$ cat config.mk
export PLATFORM = sky130hd
export DESIGN_NAME = voice_oscillator
export DESIGN_NICKNAME = d
export VERILOG_FILES = /design/src/rtl/voice_pkg.sv /design/src/rtl/voice_oscillator_shaper.sv /design/src/rtl/voice_oscillator.sv
export SDC_FILE = /design/constraint.sdc
export NUM_CORES = 1
export LEC_CHECK = 0
export CORE_UTILIZATION = 50
export CTS_BUF_LIST = sky130_fd_sc_hd__clkbuf_4
export CTS_CLUSTER_DIAMETER = 80
export CTS_CLUSTER_SIZE = 14
export DETAILED_ROUTE_END_ITERATION = 8
export PLACE_DENSITY = 0.68
export SYNTH_ARGS = -nofsm -noshare
export SYNTH_HDL_FRONTEND = slang
export SYNTH_SLANG_ARGS = --single-unit
$ cat constraint.sdc
create_clock -name clk -period 11.65 [get_ports clk]
set_input_delay 2.33 -clock clk [delete_from_list [all_inputs] [get_ports clk]]
set_output_delay 2.33 -clock clk [all_outputs]
set_load 0.01 [all_outputs]
$ cat src/rtl/voice_pkg.sv
// Shared constants and helpers for the per-voice oscillator.
package voice_pkg;

    typedef enum logic [1:0] {
        StIdle,
        StPlay,
        StDrain
    } state_e;

    localparam logic [1:0] WselSquare = 2'b00;
    localparam logic [1:0] WselSaw    = 2'b01;
    localparam logic [1:0] WselTri    = 2'b10;
    localparam logic [1:0] WselSine   = 2'b11;

    // Octave-7 phase increments, round(f * 2^24 / 40 kHz), C7..B7.
    localparam logic [23:0] TUNE7 [0:11] = '{
        24'd877868,  24'd930071,  24'd985419,  24'd1043969,
        24'd1106047, 24'd1171815, 24'd1241495, 24'd1315318,
        24'd1393531, 24'd1476395, 24'd1564186, 24'd1657197
    };

    // Quarter-wave sine magnitude above the 128 midpoint: round(127 * sin(2*pi*i/256)).
    localparam logic [7:0] SINE_Q [0:63] = '{
        8'd0,   8'd3,   8'd6,   8'd9,   8'd12,  8'd16,  8'd19,  8'd22,
        8'd25,  8'd28,  8'd31,  8'd34,  8'd37,  8'd40,  8'd43,  8'd46,
        8'd49,  8'd51,  8'd54,  8'd57,  8'd60,  8'd63,  8'd65,  8'd68,
        8'd71,  8'd73,  8'd76,  8'd78,  8'd81,  8'd83,  8'd85,  8'd88,
        8'd90,  8'd92,  8'd94,  8'd96,  8'd98,  8'd100, 8'd102, 8'd104,
        8'd106, 8'd107, 8'd109, 8'd111, 8'd112, 8'd113, 8'd115, 8'd116,
        8'd117, 8'd118, 8'd120, 8'd121, 8'd122, 8'd122, 8'd123, 8'd124,
        8'd125, 8'd125, 8'd126, 8'd126, 8'd126, 8'd127, 8'd127, 8'd127
    };

    // A key code counts only when flagged valid and the semitone is in range.
    function automatic logic note_valid(input logic [7:0] code);
        return code[7] && (code[3:0] < 4'd12);
    endfunction

    // Octave-7 increment shifted down to the requested octave.
    function automatic logic [23:0] note_inc(input logic [7:0] code);
        logic [3:0] semi;
        semi = (code[3:0] < 4'd12) ? code[3:0] : 4'd0;
        return TUNE7[semi] >> (3'd7 - code[6:4]);
    endfunction

endpackage

$ cat src/rtl/voice_oscillator_shaper.sv
// Combinational waveform map from the top 8 phase bits to an unsigned sample.
module wave_shaper
    import voice_pkg::*;
(
    input  logic [7:0] phase_hi_i,
    input  logic [1:0] wsel_i,
    output logic [7:0] wave_o
);

    logic [5:0] sine_idx;
    logic [7:0] sine_mag;

    // Select waveform; sine mirrors the quarter table on odd quadrants, inverts on the lower half.
    always_comb begin
        sine_idx = phase_hi_i[6] ? ~phase_hi_i[5:0] : phase_hi_i[5:0];
        sine_mag = SINE_Q[sine_idx];
        wave_o   = 8'h00;
        unique case (wsel_i)
            WselSquare: wave_o = phase_hi_i[7] ? 8'hFF : 8'h00;
            WselSaw:    wave_o = phase_hi_i;
            WselTri:    wave_o = phase_hi_i[7] ? ~{phase_hi_i[6:0], 1'b0}
                                               : {phase_hi_i[6:0], 1'b0};
            WselSine:   wave_o = phase_hi_i[7] ? (8'd127 - sine_mag) : (8'd128 + sine_mag);
            default:    wave_o = 8'h00;
        endcase
    end

endmodule

$ cat src/rtl/voice_oscillator.sv
// One piano voice: key code in, phase-accumulated 8-bit sample stream out.
module voice_oscillator
    import voice_pkg::*;
#(
    parameter int unsigned SAMPLE_DIV = 1000,
    parameter int unsigned PHASE_W    = 24
) (
    input  logic       clk,
    input  logic       reset,
    input  logic [7:0] note_code,
    input  logic [1:0] wsel,
    output logic [7:0] wave,
    output logic       sample_valid,
    output logic       key_on,
    output logic       key_off,
    output logic       active
);

    localparam int unsigned CntW = (SAMPLE_DIV > 1) ? $clog2(SAMPLE_DIV) : 1;

    logic [CntW-1:0]    cnt_q, cnt_d;
    state_e             state_q, state_d;
    logic [PHASE_W-1:0] phase_q, phase_d;
    logic [PHASE_W-1:0] inc_q, inc_d;
    logic [7:0]         note_q, note_d;
    logic [7:0]         wave_q, wave_d;
    logic               valid_q, valid_d;
    logic               key_on_q, key_on_d;
    logic               key_off_q, key_off_d;

    logic               tick;
    logic               code_ok;
    logic [PHASE_W-1:0] new_inc;
    logic [PHASE_W:0]   sum;
    logic [7:0]         shaped;

    assign tick    = (cnt_q == CntW'(SAMPLE_DIV - 1));
    assign code_ok = note_valid(note_code);
    assign new_inc = PHASE_W'(note_inc(note_code));
    assign sum     = {1'b0, phase_q} + {1'b0, inc_q};

    wave_shaper u_shaper (
        .phase_hi_i (phase_d[PHASE_W-1 -: 8]),
        .wsel_i     (wsel),
        .wave_o     (shaped)
    );

    // Voice FSM, phase accumulation and output staging; everything advances on ticks only.
    always_comb begin
        cnt_d     = tick ? '0 : cnt_q + 1'b1;
        state_d   = state_q;
        phase_d   = phase_q;
        inc_d     = inc_q;
        note_d    = note_q;
        wave_d    = wave_q;
        valid_d   = tick;
        key_on_d  = 1'b0;
        key_off_d = 1'b0;
        if (tick) begin
            unique case (state_q)
                StIdle: begin
                    if (code_ok) begin
                        state_d  = StPlay;
                        note_d   = note_code;
                        inc_d    = new_inc;
                        phase_d  = new_inc;
                        key_on_d = 1'b1;
                    end
                end
                StPlay: begin
                    if (code_ok && (note_code[6:0] != note_q[6:0])) begin
                        // Note change: new pitch takes effect at once, phase stays continuous.
                        note_d   = note_code;
                        inc_d    = new_inc;
                        phase_d  = phase_q + new_inc;
                        key_on_d = 1'b1;
                    end else if (code_ok) begin
                        phase_d = sum[PHASE_W-1:0];
                    end else begin
                        state_d   = StDrain;
                        phase_d   = sum[PHASE_W-1:0];
                        key_off_d = 1'b1;
                    end
                end
                StDrain: begin
                    // A re-press wins over the wrap check.
                    if (code_ok) begin
                        state_d  = StPlay;
                        note_d   = note_code;
                        inc_d    = new_inc;
                        phase_d  = phase_q + new_inc;
                        key_on_d = 1'b1;
                    end else if (sum[PHASE_W]) begin
                        state_d = StIdle;
                        phase_d = '0;
                    end else begin
                        phase_d = sum[PHASE_W-1:0];
                    end
                end
                default: begin
                    state_d = StIdle;
                    phase_d = '0;
                end
            endcase
            wave_d = (state_d == StIdle) ? 8'h00 : shaped;
        end
    end

    // State and output registers with synchronous reset.
    always_ff @(posedge clk) begin
        if (reset) begin
            cnt_q     <= '0;
            state_q   <= StIdle;
            phase_q   <= '0;
            inc_q     <= '0;
            note_q    <= '0;
            wave_q    <= '0;
            valid_q   <= 1'b0;
            key_on_q  <= 1'b0;
            key_off_q <= 1'b0;
        end else begin
            cnt_q     <= cnt_d;
            state_q   <= state_d;
            phase_q   <= phase_d;
            inc_q     <= inc_d;
            note_q    <= note_d;
            wave_q    <= wave_d;
            valid_q   <= valid_d;
            key_on_q  <= key_on_d;
            key_off_q <= key_off_d;
        end
    end

    assign wave         = wave_q;
    assign sample_valid = valid_q;
    assign key_on       = key_on_q;
    assign key_off      = key_off_q;
    assign active       = (state_q != StIdle);

endmodule

==> reports/metrics.yaml <==
hold_buffers: 0
first_pass_iters: 6
ys_seq_area_frac: 0.184
die_area_um2: 16900
synth_compound_area_frac: 0.324
clkPwrFrac: 0.307
hold_violations: 0
cp-end-kind: "flip-flop"
synthMuxAreaShare: 0.0372
comb_power_share: 0.222
ys.flop_type: "dfxtp_1"
synth.most_common_cell: "nand2_1"
skew_ps: 23.0
io_pins: 24
ys_types: 93
multi_input_area_um2: 6260
setup_viol: 0
dpl.hpwl_um: 17500
antenna_found_initial: 1
worst_slew_pin_slew_ps: 1190
grt_use_total: 0.286
grt_start_max_net_pins: 62
netSwitchingFraction: 0.330
syn_area_um2: 8180
synth_edf_count: 0
vias_per_cell: 6.22
routedWlPerCell_um: 17.7
period_share: 0.840
grt_pass1_wl_um: 38400
wirelength_um: 23600
netlist_instances: 1141
cts_root_buf: "clkbuf_4"
worstPathRequired_ps: 12000
seqPwrFrac: 0.471
maxSlewHeadroom: 0.207
yosysTopAreaCellShare: 0.184
cap_violations: 0
grt_pass1_vias: 7544
core_area_um2: 15900
nets: 1189
hold_class: "reg2reg"
crit_fanout: 23
max_freq_mhz: 102
p_leak_nw: 3.39
preCtsSetupSlack_ps: 1550
synthAdderAreaFrac: 0.101
fin_util: 0.538
die_w_um: 130
rsz0062_at_grt: "no"
clk_latency_ps: 470
nFillCells: 1566
clockBufferDepth: 2
vias: 8301
synth_top_family_by_area: "compound AO/OA/AOI/OAI gates"
outcome: "finished clean"
h-tree-depth: 3
seqCellArea_um2: 1500
grt_overflow_total: 0
yosys-top-cells-area: "dfxtp_1 (18%), ha_1 (9.5%), a21oi_1 (8.0%)"
fin_ws_ps: 1870
synth_common_cells: "nand2_1 (156), a21oi_1 (131), nor2_1 (116), dfxtp_1 (75), ha_1 (62)"
drive_gt1_frac: 0.0725
synth_nets: 1217
path_class: "in2reg"
ir_worst_vdd_v: 0.0000558
synthToLayoutAreaGrowth_pct: 4.92
power_switching_w: 0.000181
die_h_um: 130
synthXorXnorAreaFrac: 0.0729
async_reset_ff_frac: 0
postCtsSetupBuffers: 0
gp_congestion: 0.960
cts_tree: "yes"
row_count: 46
drv_slew: 0
yosys.area_share.simple: 0.230
drt-initial-drc-count: 980
yosys.area.top_type: "dfxtp_1"
drtAntennaViolNets: 0
clk_pin_slew_ps: 130
yosys_warnings: 0
tns_ps: 0
p_int_w: 0.000367
cpMostUsedCell: "ha_1"
io_buffers: 23
p_per_area_nw_per_um2: 63.8
cts-buffers-inserted: 9
initial_core_util: 0.513
start_kind: "input pin"
power.total_w: 0.000548
slowest_stage: "xnor2_1"
worstPathArrival_ps: 10140
ys_seq_elements: 75
drcViolationCount: 0
period_needed_ps: 9780
clock_sinks: 75
cts_resized: 0
synth_area_per_cell_um2: 7.17
crit_path_max_incr_delay_ps: 560
-- stage by stage --
stage | area, um^2 | std cells | hold slack [ps]
4_1_cts | 8580 | 1334 | 466
5_1_grt | 8580 | 1335 | 482
2_1_floorplan | 8180 | 1141 | 413
6_report | 8580 | 1335 | 458
3_5_place_dp | 8440 | 1318 | 444
3_3_place_gp | 8440 | 1318 | 425
-- cell usage in the layout, fill, tap and decap left out, types with 9 or more instances in the layout --
cell             synthesis  routed
nor3_1                  24      24
mux2i_1                 18      18
xor2_1                  21      21
o21ai_0                 57      57
inv_1                   23      23
a21o_1                  27      27
clkbuf_4                 0       9
mux2_2                   9       9
a211oi_1                10      10
o21a_1                  12      12
nand2_1                156     156
a22oi_1                 14      14
buf_4                    3      12
a31oi_1                 16      16
a21oi_1                131     131
nand3_1                 29      29
nand2b_1                15      15
nor2_1                 116     115
and2_1                  13      13
o211ai_1                16      16
o22ai_1                 12      12
dfxtp_1                 75      75
xnor2_1                 44      44
nand4_1                 11      11
ha_1                    62      62
clkdlybuf4s50_1          0      22
-- registers in the layout, indices dropped and copies added (netlist names) --
signal	cells
phase_q	24
inc_q	21
cnt_q	10
wave	8
note_q	7
state_q	2
key_off	1
key_on	1
sample_valid	1
-- cell families after synthesis --
family,Yosys count
multiplexers,28
buffers and inverters,97
AND/OR/NAND/NOR,412
XOR/XNOR,66
flip-flops,75
adder cells (fa/ha/maj),65
AO/OA/AOI/OAI,398
-- power by group through the flow --
stage / logic, W / registers (W) / clock network (W)
after global placement: 0.000119 / 0.000264 / 0
after global routing: 0.000135 / 0.000258 / 0.000186
after detailed placement: 0.000119 / 0.000264 / 0
after floorplan: 0.0000919 / 0.000264 / 0
final: 0.000121 / 0.000258 / 0.000168
after CTS: 0.000120 / 0.000258 / 0.000175
-- per-layer routing --
layer / vias to the layer above / wire (um) / track usage / part of all wire
li1: 4112 / - / - / -
met1: 3794 / 10800 / 0.377 / 0.46
met2: 336 / 10800 / 0.473 / 0.46
met3: 59 / 1400 / 0.0472 / 0.059
met4: 0 / 631 / 0.0992 / 0.027
met5: - / 0 / 0 / 0
-- critical path, delay by kind of cell --
kind	cells	cell delay, ps
buffers and inverters	5	1230
adders and majority gates	5	1700
and+or+nand+nor	3	620
AOI/OAI and AO/OA	14	2810
muxes	3	580
xor gates and xnor gates	2	830
-- final timing paths --
check,cells past startpoint,to,slack [ps],from
setup / recovery,32,wave[0]$_SDFFE_PP0P_,1870,note_code[2]
hold / removal,1,cnt_q[0]$_SDFF_PP0_,460,cnt_q[0]$_SDFF_PP0_
setup reg to reg,19,wave[0]$_SDFFE_PP0P_,5760,phase_q[0]$_SDFFE_PP0P_
hold reg to reg,1,cnt_q[0]$_SDFF_PP0_,460,cnt_q[0]$_SDFF_PP0_
-- area by class of cell --
type	count	share of cell area
sequential	75	0.175
inverter	23	0.0101
timing repair buffer	35	0.0367
tap	216	0.0315
antenna	1	0.000292
clock inverter	7	0.00889
multi-input combinational	969	0.730
clock buffer	9	0.00787
(Power assumes the default switching activity.)
